### config.mk
export PLATFORM = sky130hd
export DESIGN_NAME = av_write_slave
export DESIGN_NICKNAME = d
export VERILOG_FILES = /design/src/rtl/visor_av_pkg.sv /design/src/rtl/av_evt_fifo.sv /design/src/rtl/av_write_slave.sv
export SDC_FILE = /design/constraint.sdc
export NUM_CORES = 1
export LEC_CHECK = 0
export CAP_MARGIN = 15
export CORE_MARGIN = 8
export CORE_UTILIZATION = 45
export CTS_CLUSTER_DIAMETER = 60
export DETAILED_ROUTE_END_ITERATION = 10
export PLACE_DENSITY_LB_ADDON = 0.05
export RECOVER_POWER = 100
export SYNTH_ARGS = -nofsm -noshare
export SYNTH_HDL_FRONTEND = slang
export SYNTH_SLANG_ARGS = --single-unit
### constraint.sdc
create_clock -name sysclk -period 3.16 [get_ports sysclk]
set_clock_uncertainty 0.2 [all_clocks]
set_input_delay 0.632 -clock sysclk [delete_from_list [all_inputs] [get_ports sysclk]]
set_output_delay 0.632 -clock sysclk [all_outputs]
set_load 0.03 [all_outputs]
### src/rtl/visor_av_pkg.sv
// Shared definitions for the Avalon-MM write slave.
//   av_state_e : handshake FSM states (IDLE, WAIT, GRANT)
//   AV_ADDR_W / AV_DATA_W : Avalon address and data widths
//   AV_REC_W   : width of one write record {addr, data}
package visor_av_pkg;

  localparam int AV_ADDR_W = 16;
  localparam int AV_DATA_W = 16;
  localparam int AV_REC_W  = 32;

  typedef enum logic [1:0] {
    IDLE  = 2'd0,
    WAIT  = 2'd1,
    GRANT = 2'd2
  } av_state_e;

endpackage

### src/rtl/av_evt_fifo.sv
// Synchronous show-ahead FIFO for write records.
//   clk, rst_n   : clock, asynchronous active-low reset (pointers and level)
//   push, din    : write a record (ignored when full)
//   pop          : drop the head record (ignored when empty)
//   dout         : head record, valid whenever empty=0
//   level        : occupancy 0..DEPTH
//   full, empty  : occupancy flags
module av_evt_fifo #(
  parameter int DEPTH = 4,
  parameter int WIDTH = 32
) (
  input  logic                       clk,
  input  logic                       rst_n,
  input  logic                       push,
  input  logic                       pop,
  input  logic [WIDTH-1:0]           din,
  output logic [WIDTH-1:0]           dout,
  output logic [$clog2(DEPTH):0]     level,
  output logic                       full,
  output logic                       empty
);

  localparam int AW = $clog2(DEPTH);
  localparam int LW = AW + 1;

  logic [WIDTH-1:0] mem [DEPTH];
  logic [AW-1:0]    wr_ptr_q, wr_ptr_d;
  logic [AW-1:0]    rd_ptr_q, rd_ptr_d;
  logic [LW-1:0]    level_q,  level_d;
  logic             do_push, do_pop;

  assign full    = (level_q == LW'(DEPTH));
  assign empty   = (level_q == '0);
  assign do_push = push && !full;
  assign do_pop  = pop && !empty;

  // Pointers are exactly AW bits wide, so wrap modulo DEPTH is implicit.
  always_comb begin
    wr_ptr_d = wr_ptr_q;
    rd_ptr_d = rd_ptr_q;
    level_d  = level_q;
    if (do_push) wr_ptr_d = wr_ptr_q + AW'(1);
    if (do_pop)  rd_ptr_d = rd_ptr_q + AW'(1);
    case ({do_push, do_pop})
      2'b10:   level_d = level_q + LW'(1);
      2'b01:   level_d = level_q - LW'(1);
      default: level_d = level_q;
    endcase
  end

  always_ff @(posedge clk or negedge rst_n) begin
    if (!rst_n) begin
      wr_ptr_q <= '0;
      rd_ptr_q <= '0;
      level_q  <= '0;
    end else begin
      wr_ptr_q <= wr_ptr_d;
      rd_ptr_q <= rd_ptr_d;
      level_q  <= level_d;
    end
  end

  // Storage carries no reset; its content is qualified by level.
  always_ff @(posedge clk) begin
    if (do_push) mem[wr_ptr_q] <= din;
  end

  assign dout  = mem[rd_ptr_q];
  assign level = level_q;

endmodule

### src/rtl/av_write_slave.sv
// Avalon-MM write-only slave with programmable wait states.
//   sysclk, sysreset_n        : clock, asynchronous active-low reset
//   av_address/av_writedata   : Avalon write address and data
//   av_write, av_waitrequest  : Avalon request and stall
//   evt_valid/evt_ready       : show-ahead record stream (head of FIFO)
//   evt_addr/evt_data         : head record fields
//   rd_sel, rd_data           : combinational shadow register read port
//   fifo_level                : record FIFO occupancy
//   wr_count                  : accepted-write counter (wraps)
module av_write_slave
  import visor_av_pkg::*;
#(
  parameter int WAIT_STATES = 1,
  parameter int FIFO_DEPTH  = 4,
  parameter int NUM_SHADOW  = 8
) (
  input  logic                          sysclk,
  input  logic                          sysreset_n,
  input  logic [15:0]                   av_address,
  input  logic [15:0]                   av_writedata,
  input  logic                          av_write,
  output logic                          av_waitrequest,
  output logic                          evt_valid,
  input  logic                          evt_ready,
  output logic [15:0]                   evt_addr,
  output logic [15:0]                   evt_data,
  input  logic [$clog2(NUM_SHADOW)-1:0] rd_sel,
  output logic [15:0]                   rd_data,
  output logic [4:0]                    fifo_level,
  output logic [15:0]                   wr_count
);

  localparam int          SEL_W    = $clog2(NUM_SHADOW);
  localparam int          LW       = $clog2(FIFO_DEPTH) + 1;
  localparam logic [15:0] SHADOW_N = 16'(NUM_SHADOW);

  av_state_e             state_q, state_d;
  logic [3:0]            wcnt_q, wcnt_d;
  logic [15:0]           wr_count_q, wr_count_d;
  logic [15:0]           shadow_q [NUM_SHADOW];
  logic [15:0]           shadow_d [NUM_SHADOW];
  logic                  accept;
  logic                  fifo_full, fifo_empty;
  logic [LW-1:0]         fifo_lvl;
  logic [AV_REC_W-1:0]   fifo_dout;

  // Handshake FSM: IDLE -> WAIT (count down) -> GRANT (accept cycle).
  always_comb begin
    state_d = state_q;
    wcnt_d  = wcnt_q;
    accept  = 1'b0;
    case (state_q)
      IDLE: begin
        if (av_write) begin
          state_d = WAIT;
          wcnt_d  = 4'(WAIT_STATES);
        end
      end
      WAIT: begin
        if (!av_write) begin
          state_d = IDLE;
        end else if (wcnt_q != 4'd0) begin
          wcnt_d = wcnt_q - 4'd1;
        end else if (!fifo_full) begin
          // Only a not-full FIFO may be granted; a pop cannot refill it,
          // so the push in GRANT always finds room.
          state_d = GRANT;
        end
      end
      GRANT: begin
        state_d = IDLE;
        accept  = av_write;
      end
      default: state_d = IDLE;
    endcase
  end

  // Counter and shadow bank update on the accept edge.
  always_comb begin
    wr_count_d = wr_count_q;
    shadow_d   = shadow_q;
    if (accept) begin
      wr_count_d = wr_count_q + 16'd1;
      if (av_address < SHADOW_N) begin
        shadow_d[av_address[SEL_W-1:0]] = av_writedata;
      end
    end
  end

  always_ff @(posedge sysclk or negedge sysreset_n) begin
    if (!sysreset_n) begin
      state_q    <= IDLE;
      wcnt_q     <= 4'd0;
      wr_count_q <= 16'd0;
      for (int i = 0; i < NUM_SHADOW; i++) shadow_q[i] <= 16'd0;
    end else begin
      state_q    <= state_d;
      wcnt_q     <= wcnt_d;
      wr_count_q <= wr_count_d;
      shadow_q   <= shadow_d;
    end
  end

  av_evt_fifo #(
    .DEPTH (FIFO_DEPTH),
    .WIDTH (AV_REC_W)
  ) u_fifo (
    .clk   (sysclk),
    .rst_n (sysreset_n),
    .push  (accept),
    .pop   (evt_valid && evt_ready),
    .din   ({av_address, av_writedata}),
    .dout  (fifo_dout),
    .level (fifo_lvl),
    .full  (fifo_full),
    .empty (fifo_empty)
  );

  assign av_waitrequest       = av_write && (state_q != GRANT);
  assign evt_valid            = !fifo_empty;
  assign {evt_addr, evt_data} = fifo_dout;
  assign rd_data              = shadow_q[rd_sel];
  assign fifo_level           = 5'(fifo_lvl);
  assign wr_count             = wr_count_q;

endmodule

==> impl_results.md, run 1 <==
* Reg2reg start: state_q[0]$_DFFE_PN0P_
* Overall global routing resource usage at 0.166
* Int Pwr at between 6000 and 7000 uW
* Required time of the critical path at between 3000 and 4000 ps
* RSZ-0062 raised after global routing: no
* VDD IR max at approximately 450 uV
* Synth warn at 0
* Fin cells at 1167
* Tcrit/Tclk final at 0.980
* Final WL at approximately 26000 um
* Num ports at 110
* Post-CTS Setup Repair Bufs at 0
* Status: finished with violations
* Max Buffers Root-to-Sink at 3
* Final core utilization at 0.553
* CP Launch Type: input pin
* Starting density of the core at 0.457
* Comb pwr share at 0.211
* Register bit total from synthesis at about 290
* Via density at between 5 and 6
* TritonCTS clock tree: built
* Sequential cell area at 7770 sq um
* Pin count of the biggest net entering global routing at 58
* First-pass GRT wire length at approximately 40000 um
* H-tree Lvls at 1
* Slew @ Worst Pin at 1520 ps
* 1st-pass router iterations at 4
* Number of DRC markers in iteration 0 at 282
* Synth area leader: dfrtp_1
* DRC violations left at 0
* Die Ht at approximately 180 um
* Max-cap violations at 1
* Post-synth top cells: dfrtp_1, mux2_2, edfxtp_1
* Dpl ws at -404 ps
* Crit Path Max Fanout at 16
* Post-synthesis sequential area ratio at 0.652
* Reg-to-Reg End: shadow_q[95]$_DFFE_PN0P_
* Final hold violation count at 0
* Slew margin rel. at -0.0130
* Multi-input logic area at roughly 3900 sq um
* WHS Path Cells at 1
* Area share of the largest cell type after synthesis at 0.330
* DR vias at about 6400
* Hold-fix buffers, CTS at 1
* Worst hold start: wr_count[15]$_DFFE_PN0P_
* Placed cells at between 1000 and 1500
* Reg-to-reg slack, setup at 300 ps
* Vias in the first global route at slightly above 7000
* Failing checks: capacitance limit, slew limit
* Post_cts resized at 0
* Slew Viols, Final at 57
* Data arrival, critical path at about 3300 ps
* Clock network fraction of total power at 0.366
* R2R depth at 7
* Post-synthesis cell type count at 43
* Final setup violation count at 0
* Tightest Hold Check Type: flop to flop
* Gr ovfl total at 0
* PwrDens at 672 nW/um^2
* Area growth, synth to finish at 20.9%
* DIE WIDTH at 179 um
* Switch share at 0.283
* Diodes inserted at 0
* Synth area leaders: dfrtp_1, edfxtp_1, mux2_2, mux4_2, mux2_4
* Post-detail-place hpwl at roughly 17000 um
* Ys flop type: dfrtp_1
* Worst setup margin at around 62 ps
* Clk_lat worst skew at 550 ps
* Cell Area, Synth at 11900 sq um
* Clk sinks at ~290
* Static leakage at between 0.006 and 0.007 uW
* Reg power frac at 0.423
* CTS root buf: clkbuf_16
* Rows at just under 60
* Achievable Freq at around 320 MHz
* Fillers at roughly 2000
* Placer Congestion at between 0.7 and 0.8
* Post-synth EDFFs at ~130
* Port-buffer cells at roughly 110
* WS Path Type: input pin to flop
* Core area at between 20000 and 30000 sq um
* Die ar. at around 32000 sq um
* Ys async rst share at 0.551
* Syn avg cell area at 18.3 sq um
* Setup Total Neg Slack at 0 ps
* Switching pwr at roughly 2700 uW
* Most common cell in the netlist: dfrtp_1
* Initial antenna violation count at 0
* Syn Inst Count at 650
* Drt wl/cell at between 20 and 25 um
* Hold Path Sink: wr_count[15]$_DFFE_PN0P_
* Hold slack at slightly below 300 ps
* Post-route ant nets at 0
* Ratio of cells with drive above 1 in the final layout at 0.403
* Total CTS buffers at 31
* Clk slew on worst S/H paths at around 60 ps
* Critical path capture point type: flop
* Crit path time final at roughly 3100 ps
* Nets@finish at ~860
## metal layers
metal,GRT usage,up-vias,part of all wire
met5,0,-,0
met3,0.0238,44,0.040
li1,-,2818,-
met1,0.221,3369,0.43
met2,0.284,123,0.51
met4,0.0389,0,0.020
## stage by stage
step                      total power (uW)  cell area [sq um]
after global routing                 10100              14400
after detailed placement              6570              13800
after global placement                6510              13800
after floorplan                       5510              11900
final                                 9680              14400
after CTS                            10100              14800
## cell type report
class | count | share of cell area
timing repair buffer | 157 | 0.0851
multi-input combinational | 322 | 0.273
tap | 335 | 0.0291
inverter | 11 | 0.00287
clock inverter | 6 | 0.00582
clock buffer | 51 | 0.0648
sequential | 285 | 0.540
## power by group through the flow
stage	Combinational, uW	Sequential (uW)	Clock [uW]
global placement	2360	4150	0
floorplan	1340	4170	0
detailed placement	2410	4160	0
CTS	2420	4090	3630
global route	2200	4100	3780
finish	2050	4090	3540
## worst max-delay path, cell delays in order
cell and delay, ps:
dlygate4sd3_1 570, or4_1 510, or4_1 510, or4_4 500
buf_4 260, mux2_4 330
## worst max-delay path by stage
stage	slack [ps]	start	to
final	60	av_address[13]	shadow_q[58]$_DFFE_PN0P_
after global routing	40	av_address[13]	shadow_q[54]$_DFFE_PN0P_
after CTS	120	rd_sel[1]	rd_data[9]
after detailed placement	-400	av_address[14]	shadow_q[67]$_DFFE_PN0P_
after global placement	-360	av_address[14]	shadow_q[67]$_DFFE_PN0P_
after floorplan	30	rd_sel[0]	rd_data[0]
## cell families (layout without fill, tap and decap cells)
logic type,count (synthesis),in the layout,share of synthesized area
other,1,2,0.000315
and+or+nand+nor,68,68,0.0364
buffers and inverters,44,225,0.0172
muxes,209,209,0.261
AOI/OAI and AO/OA,13,13,0.00714
DFF,285,285,0.652
adders and majority gates,9,9,0.0101
xor gates and xnor gates,21,21,0.0154
## flip-flops by register name, indices dropped and copies added, names as in the netlist
name	count
shadow_q	128
u_fifo.wr_ptr_q	2
u_fifo.mem	128
wr_count	16
wcnt_q	4
state_q	2
u_fifo.level	3
u_fifo.rd_ptr_q	2
## layout by cell type, fill, tap and decap left out, drive strengths merged, types with 6 or more instances in the layout
master         instances
dfrtp                157
mux2                 144
edfxtp               128
clkbuf               119
mux4                  64
dlygate4sd3           52
buf                   28
xnor2                 15
nand2                 14
inv                   12
nor2                   8
ha                     8
nand4                  7
xor2                   6
clkdlybuf4s50          6
and2                   6
Note: power is estimated with default switching activity, not from simulation.
==> run 2: changes to the inputs <==
--- a/config.mk
+++ b/config.mk
@@ -12,6 +12,7 @@
 export DETAILED_ROUTE_END_ITERATION = 10
 export PLACE_DENSITY_LB_ADDON = 0.05
 export RECOVER_POWER = 100
+export SETUP_SLACK_MARGIN = 0.5
 export SYNTH_ARGS = -nofsm -noshare
 export SYNTH_HDL_FRONTEND = slang
 export SYNTH_SLANG_ARGS = --single-unit
==> run 2 against run 1 <==
Against the previous run: the run still ends with capacitance limit, slew limit left; hold slack worse by 10 ps; first-iteration DRC count is 11% higher; sequential cell count stayed put; sequential share of layout area is 1.8 points lower; maximum frequency is 6.0% higher; cell count is 2.3% higher; clock power is 4% lower; register-to-register slack better by 40 ps.
==> impl_results.md, run 2 (synthesized netlist as in run 1, its figures left out) <==
* PwrDens at 654 nW/um^2 (was 672 nW/um^2)
* Rows at 59 (unchanged)
* WP depth at 6 (unchanged)
* Area growth, synth to finish at 25.0% (was 20.9%)
* Slew @ Worst Pin at 1830 ps (was 1520 ps)
* Worst path bufs/invs at 2 (unchanged)
* WHS Path Cells at 1 (unchanged)
* Vias in the first global route at 7118 (was 7068)
* CP Launch Type: input pin (unchanged)
* Final WL at 27800 um (was 25700 um)
* Placer Congestion at 0.714 (was 0.728)
* Via density at 5.48 (was 5.44)
* Slowest cell on crit path: or4_1 (was dlygate4sd3_1)
* Clk slew on worst S/H paths at 60 ps (about the same)
* Final core utilization at 0.572 (was 0.553)
* Worst path cell trace: clkdlybuf4s25_1 -> or4_4 -> or4_4 -> buf_6 -> or4_1 -> mux2_1 (was dlygate4sd3_1 -> or4_1 -> or4_1 -> or4_4 -> buf_4 -> mux2_4)
* Achievable Freq at 342 MHz (was 323 MHz)
* Number of DRC markers in iteration 0 at 314 (was 282)
* Die Ht at 179 um (unchanged)
* First-pass GRT wire length at 42700 um (was 41100 um)
* Routed met3 length at 1300 um (was 1040 um)
* Design area at 14900 sq um (was 14400 sq um)
* Final setup violation count at 0 (unchanged)
* CTS root buf: clkbuf_16 (unchanged)
* Overall global routing resource usage at 0.175 (was 0.166)
* RSZ-0062 raised after global routing: yes (was no)
* Gr ovfl total at 0 (unchanged)
* Initial antenna violation count at 0 (unchanged)
* DR vias at 6548 (was 6354)
* Port-buffer cells at 107 (unchanged)
* Crit path time final at 2920 ps (was 3100 ps)
* Slew Viols, Final at 68 (was 57)
* Starting density of the core at 0.457 (unchanged)
* DIE WIDTH at 179 um (unchanged)
* Drt wl/cell at 23.3 um (was 22.1 um)
* Post-route ant nets at 0 (unchanged)
* Num ports at 110 (unchanged)
* Placed cells at 1105 (was 1109)
* Post-detail-place hpwl at 17100 um (was 17400 um)
* Clk_lat worst skew at 540 ps (was 550 ps)
* Critical Path Most Common Cell: or4_4 (was or4_1)
* DR top layer: met4 (unchanged)
* Ratio of cells with drive above 1 in the final layout at 0.357 (was 0.403)
* Clk sinks at 285 (unchanged)
* WS Path Type: input pin to flop (unchanged)
* Nets@finish at 883 (was 856)
* Tcrit/Tclk final at 0.925 (was 0.980)
* Critical path capture point type: flop (unchanged)
* Max Buffers Root-to-Sink at 3 (unchanged)
* Diodes inserted at 0 (unchanged)
* Required time of the critical path at 3380 ps (about the same)
* VDD IR max at 438 uV (was 446 uV)
* H-tree Lvls at 1 (unchanged)
* Max-cap violations at 1 (unchanged)
* TritonCTS clock tree: built (unchanged)
* Data arrival, critical path at 3140 ps (was 3320 ps)
* Failing checks: capacitance limit, slew limit (unchanged)
* Slew margin rel. at -0.223 (was -0.0130)
* Final hold violation count at 0 (unchanged)
* Status: finished with violations (unchanged)
* Setup Total Neg Slack at 0 ps (unchanged)
* 1st-pass router iterations at 4 (unchanged)
* Static leakage at 0.00635 uW (was 0.00615 uW)
* Tightest Hold Check Type: flop to flop (unchanged)
* Largest stage delay on the critical path at 770 ps (was 570 ps)
* DRC violations left at 0 (unchanged)
* Die ar. at 31900 sq um (unchanged)
* Total CTS buffers at 30 (was 31)
* Pin count of the biggest net entering global routing at 68 (was 58)
* Crit Path Max Fanout at 8 (was 16)
* Placed Area at 13900 sq um (was 13800 sq um)
* CP top delay family: simple AND/OR/NAND/NOR gates (unchanged)
* Commonest non-fill, non-tap cells in the layout: dfrtp_1, edfxtp_1, mux2_2, mux4_2, clkbuf_1 (was dfrtp_1, mux2_2, edfxtp_1, mux4_2, dlygate4sd3_1)
* Total chip power at 9740 uW (was 9680 uW)
* Post-Route M1 WL at 12200 um (was 11100 um)
* Core area at 26100 sq um (unchanged)
* Met2 wire len at 13700 um (was 13100 um)
* R2R depth at 5 (was 7)
* Fin cells at 1194 (was 1167)
* Commonest non-fill, non-tap cell in the layout: dfrtp_1 (unchanged)
==> run 2: changes by cell type in the layout (fill, tap and decap cells not counted), sizes merged <==
cell           change
bufbuf             +1
clkdlybuf4s25      +1
clkinv             +4
clkbuf             -4
buf               +33
dlygate4sd3        -6
dlygate4sd2        +3
or4                +1
clkdlybuf4s50      -4
dlymetal6s2s       -2
==> run 2: through the flow <==
| stage | hold slack (ps) | setup WS [ps] |
|---|---|---|
| final | 281 | 236 |
| after global routing | 273 | 149 |
| after CTS | 47.5 | 326 |
| after detailed placement | 273 | -365 |
| after global placement | 262 | -328 |
| after floorplan | 136 | 82.9 |
==> run 2: per-layer routing <==
layer	up-vias	global-route usage
met2	140	0.297
met4	0	0.0420
met5	-	0
met1	3481	0.232
li1	2890	-
met3	37	0.0289
==> run 2: worst paths after layout <==
kind	to	startpoint	slack [ps]
max in group asynchronous	shadow_q[83]$_DFFE_PN0P_	sysreset_n	520
hold / removal	wr_count[15]$_DFFE_PN0P_	wr_count[15]$_DFFE_PN0P_	280
min in group asynchronous	u_fifo.level[2]$_DFFE_PN0P_	sysreset_n	950
setup / recovery	shadow_q[62]$_DFFE_PN0P_	av_address[13]	240
hold reg to reg	wr_count[15]$_DFFE_PN0P_	wr_count[15]$_DFFE_PN0P_	280
setup reg to reg	shadow_q[62]$_DFFE_PN0P_	state_q[0]$_DFFE_PN0P_	340
==> run 2: cell type report <==
class / instances / area, sq um
multi-input cells: 323 / 4040
inverters: 11 / 41.3
repair buffers: 184 / 1670
clock buffers: 46 / 852
flip-flops and latches: 285 / 7770
clock inverters: 10 / 104
well taps: 335 / 419
fillers: 2060 / 11200
==> run 2: report_power, final <==
| part | switching, uW | total (uW) | leakage (uW) | internal [uW] |
|---|---|---|---|---|
| logic | 1320 | 2260 | 0.00257 | 940 |
| registers | 98.2 | 4080 | 0.00331 | 3980 |
| clock network | 1390 | 3400 | 0.000469 | 2020 |
==> run 2: what timing repair did <==
action | in CTS | in global routing
setup buffers | 15 | 7
endpoints found under the setup margin | 146 | 92
hold buffers | 1 | 0
pin swaps | 5 | 4
resized for setup | 259 | 34
cloned | 9 | 1
endpoints found under the hold margin | 63 | 0
==> run 3: changes to the inputs <==
--- a/config.mk
+++ b/config.mk
@@ -10,8 +10,10 @@
 export CORE_UTILIZATION = 45
 export CTS_CLUSTER_DIAMETER = 60
 export DETAILED_ROUTE_END_ITERATION = 10
+export DONT_BUFFER_PORTS = 1
 export PLACE_DENSITY_LB_ADDON = 0.05
 export RECOVER_POWER = 100
+export REMOVE_ABC_BUFFERS = 1
 export SETUP_SLACK_MARGIN = 0.5
 export SYNTH_ARGS = -nofsm -noshare
 export SYNTH_HDL_FRONTEND = slang
==> constraint.sdc (replaced) <==
create_clock -name sysclk -period 3 [get_ports sysclk]
set_clock_uncertainty 0.2 [all_clocks]
set_input_delay 0.6 -clock sysclk [delete_from_list [all_inputs] [get_ports sysclk]]
set_output_delay 0.6 -clock sysclk [all_outputs]
set_load 0.03 [all_outputs]
==> run 3 against run 2 <==
Against the previous run: the run ends with hold timing left; hold slack worse by 720 ps; core utilization down 4.3 points; highest routed layer unchanged; non-clock buffer count is 110 lower; critical path type is now flop to flop; combinational power shrank 21%; die area unchanged; wire length is 6.5% lower; worst setup slack lost 6.4 ps; first-iteration DRC count is 21% higher; cell count fell by 9.2%; total power grew 1.8%.
==> impl_results.md, run 3 (synthesized netlist as in run 1, its figures left out) <==
* Status: finished with violations (unchanged)
* Fin cells at 1084 (was 1194)
* Static leakage at 0.00576 uW (was 0.00635 uW)
* Rows at 59 (unchanged)
* Clk slew on worst S/H paths at 60 ps (about the same)
* Hold slack at -439 ps (was 281 ps)
* Placed cells at 981 (was 1105)
* Die Ht at 179 um (unchanged)
* Commonest non-fill, non-tap cell in the layout: dfrtp_1 (unchanged)
* Drt wl/cell at 24.0 um (was 23.3 um)
* Required time of the critical path at 3250 ps (was 3380 ps)
* Die ar. at 31900 sq um (unchanged)
* Final hold violation count at 157 (was 0)
* Placer Congestion at 0.720 (was 0.714)
* Max-cap violations at 0 (was 1)
* Max Buffers Root-to-Sink at 3 (unchanged)
* Number of DRC markers in iteration 0 at 381 (was 314)
* Initial antenna violation count at 0 (unchanged)
* WS Path Type: flop to flop (was input pin to flop)
* DIE WIDTH at 179 um (unchanged)
* Starting density of the core at 0.457 (unchanged)
* Fillers at 2124 (was 2060)
* Achievable Freq at 361 MHz
* Critical path capture point type: flop (unchanged)
* Core area at 26100 sq um (unchanged)
* Pin count of the biggest net entering global routing at 158 (was 68)
* Port-buffer cells at 0 (was 107)
* First-pass GRT wire length at 40400 um (was 42700 um)
* Post-route ant nets at 0 (unchanged)
* Final setup violation count at 0 (unchanged)
* H-tree Lvls at 1 (unchanged)
* Vias in the first global route at 6802 (was 7118)
* Clk_lat worst skew at 540 ps (about the same)
* Diodes inserted at 0 (unchanged)
* Tcrit/Tclk final at 0.923
* Commonest non-fill, non-tap cells in the layout: dfrtp_1, edfxtp_1, mux2_2, mux4_2 (was dfrtp_1, edfxtp_1, mux2_2, mux4_2, clkbuf_1)
* RSZ-0062 raised after global routing: yes (unchanged)
* Area growth, synth to finish at 15.7% (was 25.0%)
* Tightest Hold Check Type: input pin to async pin (was flop to flop)
* CTS root buf: clkbuf_16 (unchanged)
* Final WL at 26000 um (was 27800 um)
* Sequential cell area at 7780 sq um (was 7770 sq um)
* Crit Path Max Fanout at 4 (was 8)
* Slew Viols, Final at 0 (was 68)
* Post-detail-place hpwl at 15600 um (was 17100 um)
* Crit path time final at approximately 2800 ps
* Multi-input logic area at 3890 sq um (was 4040 sq um)
* 1st-pass router iterations at 5 (was 4)
* Slew @ Worst Pin at 785 ps (was 1830 ps)
* Overall global routing resource usage at 0.166 (was 0.175)
* Worst setup margin at 230 ps (was 236 ps)
* DR vias at 6076 (was 6548)
* Total CTS buffers at 31 (was 30)
* Slew margin rel. at 0.477 (was -0.223)
* Data arrival, critical path at 3020 ps (was 3140 ps)
* Ratio of cells with drive above 1 in the final layout at 0.362 (was 0.357)
* Clk sinks at 285 (unchanged)
* Failing checks: hold timing (was capacitance limit, slew limit)
* Nets@finish at 773 (was 883)
* Via density at 5.61 (was 5.48)
* DRC violations left at 0 (unchanged)
* VDD IR max at 559 uV (was 438 uV)
* Gr ovfl total at 0 (unchanged)
* Dpl ws at -37.4 ps (was -365 ps)
* PwrDens at 719 nW/um^2 (was 654 nW/um^2)
* Num ports at 110 (unchanged)
* Hold-fix buffers, CTS at 32 (was 1)
* CP Launch Type: flop (was input pin)
* TritonCTS clock tree: built (unchanged)
==> run 3: cell types whose count changed in the layout (fill, tap and decap cells not counted), moves of 9 or more <==
cell	change
buf_4	-9
buf_6	-18
clkbuf_1	-47
clkbuf_2	-11
dlygate4sd3_1	-14
mux2_2	+36
mux2_4	-28
==> run 3: worst max-delay path: stages, from the launching register on <==
cell and delay, ps:
dfrtp_2 400, nand3b_1 230, or4_1 580, buf_6 170
nor4_4 210, buf_6 150, clkbuf_1 350, mux2_2 380
==> run 3: report_power, final <==
part / internal (uW) / switching [uW] / total, uW
Clock: 2230 / 1520 / 3750
Sequential: 4200 / 192 / 4390
Combinational: 692 / 1090 / 1780
==> run 3: metal layers <==
layer	GRT usage	wire (um)	vias up	part of all wire
met5	0	0	-	0
met4	0.0417	491	0	0.019
met3	0.0331	1430	41	0.055
met2	0.286	13100	118	0.50
met1	0.213	10900	3268	0.42
li1	-	-	2649	-
==> run 3: worst paths after layout <==
path / from / end / slack, ps / depth (start not counted)
setup / recovery: state_q[0]$_DFFE_PN0P_ / shadow_q[118]$_DFFE_PN0P_ / 230 / 7
hold / removal: sysreset_n / shadow_q[13]$_DFFE_PN0P_ / -440 / 0
max in group asynchronous: sysreset_n / shadow_q[126]$_DFFE_PN0P_ / 2830 / 0
setup reg to reg: state_q[0]$_DFFE_PN0P_ / shadow_q[118]$_DFFE_PN0P_ / 230 / 7
hold reg to reg: shadow_q[117]$_DFFE_PN0P_ / shadow_q[117]$_DFFE_PN0P_ / 290 / 1
min in group sysclk: av_write / state_q[1]$_DFFE_PN0P_ / 150 / 2
==> run 3: area by class of cell <==
cell class | count | area share
sequential | 285 | 0.564
clock inverter | 25 | 0.0168
inverter | 11 | 0.00300
multi-input combinational | 322 | 0.282
tap | 335 | 0.0304
clock buffer | 32 | 0.0565
timing repair buffer | 74 | 0.0468
==> run 3: repair_timing <==
action,4_1_cts,5_1_grt
endpoints found under the setup margin,146,90
resized for setup,42,6
setup buffers,7,5
hold endpoints to repair,413,157
pin swaps,2,3
gates cloned,1,1
==> run 3: stage by stage <==
| stage | setup TNS, ps | util | hold slack, ps | area, sq um | total power, uW |
|---|---|---|---|---|---|
| floorplan | -4250 | - | 104 | 11800 | 5760 |
| detailed placement | -708 | 0.477 | 110 | 12400 | 6110 |
| CTS | 0 | 0.537 | -486 | 14000 | 10000 |
| finish | 0 | 0.529 | -439 | 13800 | 9910 |
| global placement | -228 | 0.477 | 109 | 12400 | 6060 |
| global route | 0 | 0.529 | -486 | 13800 | 10300 |
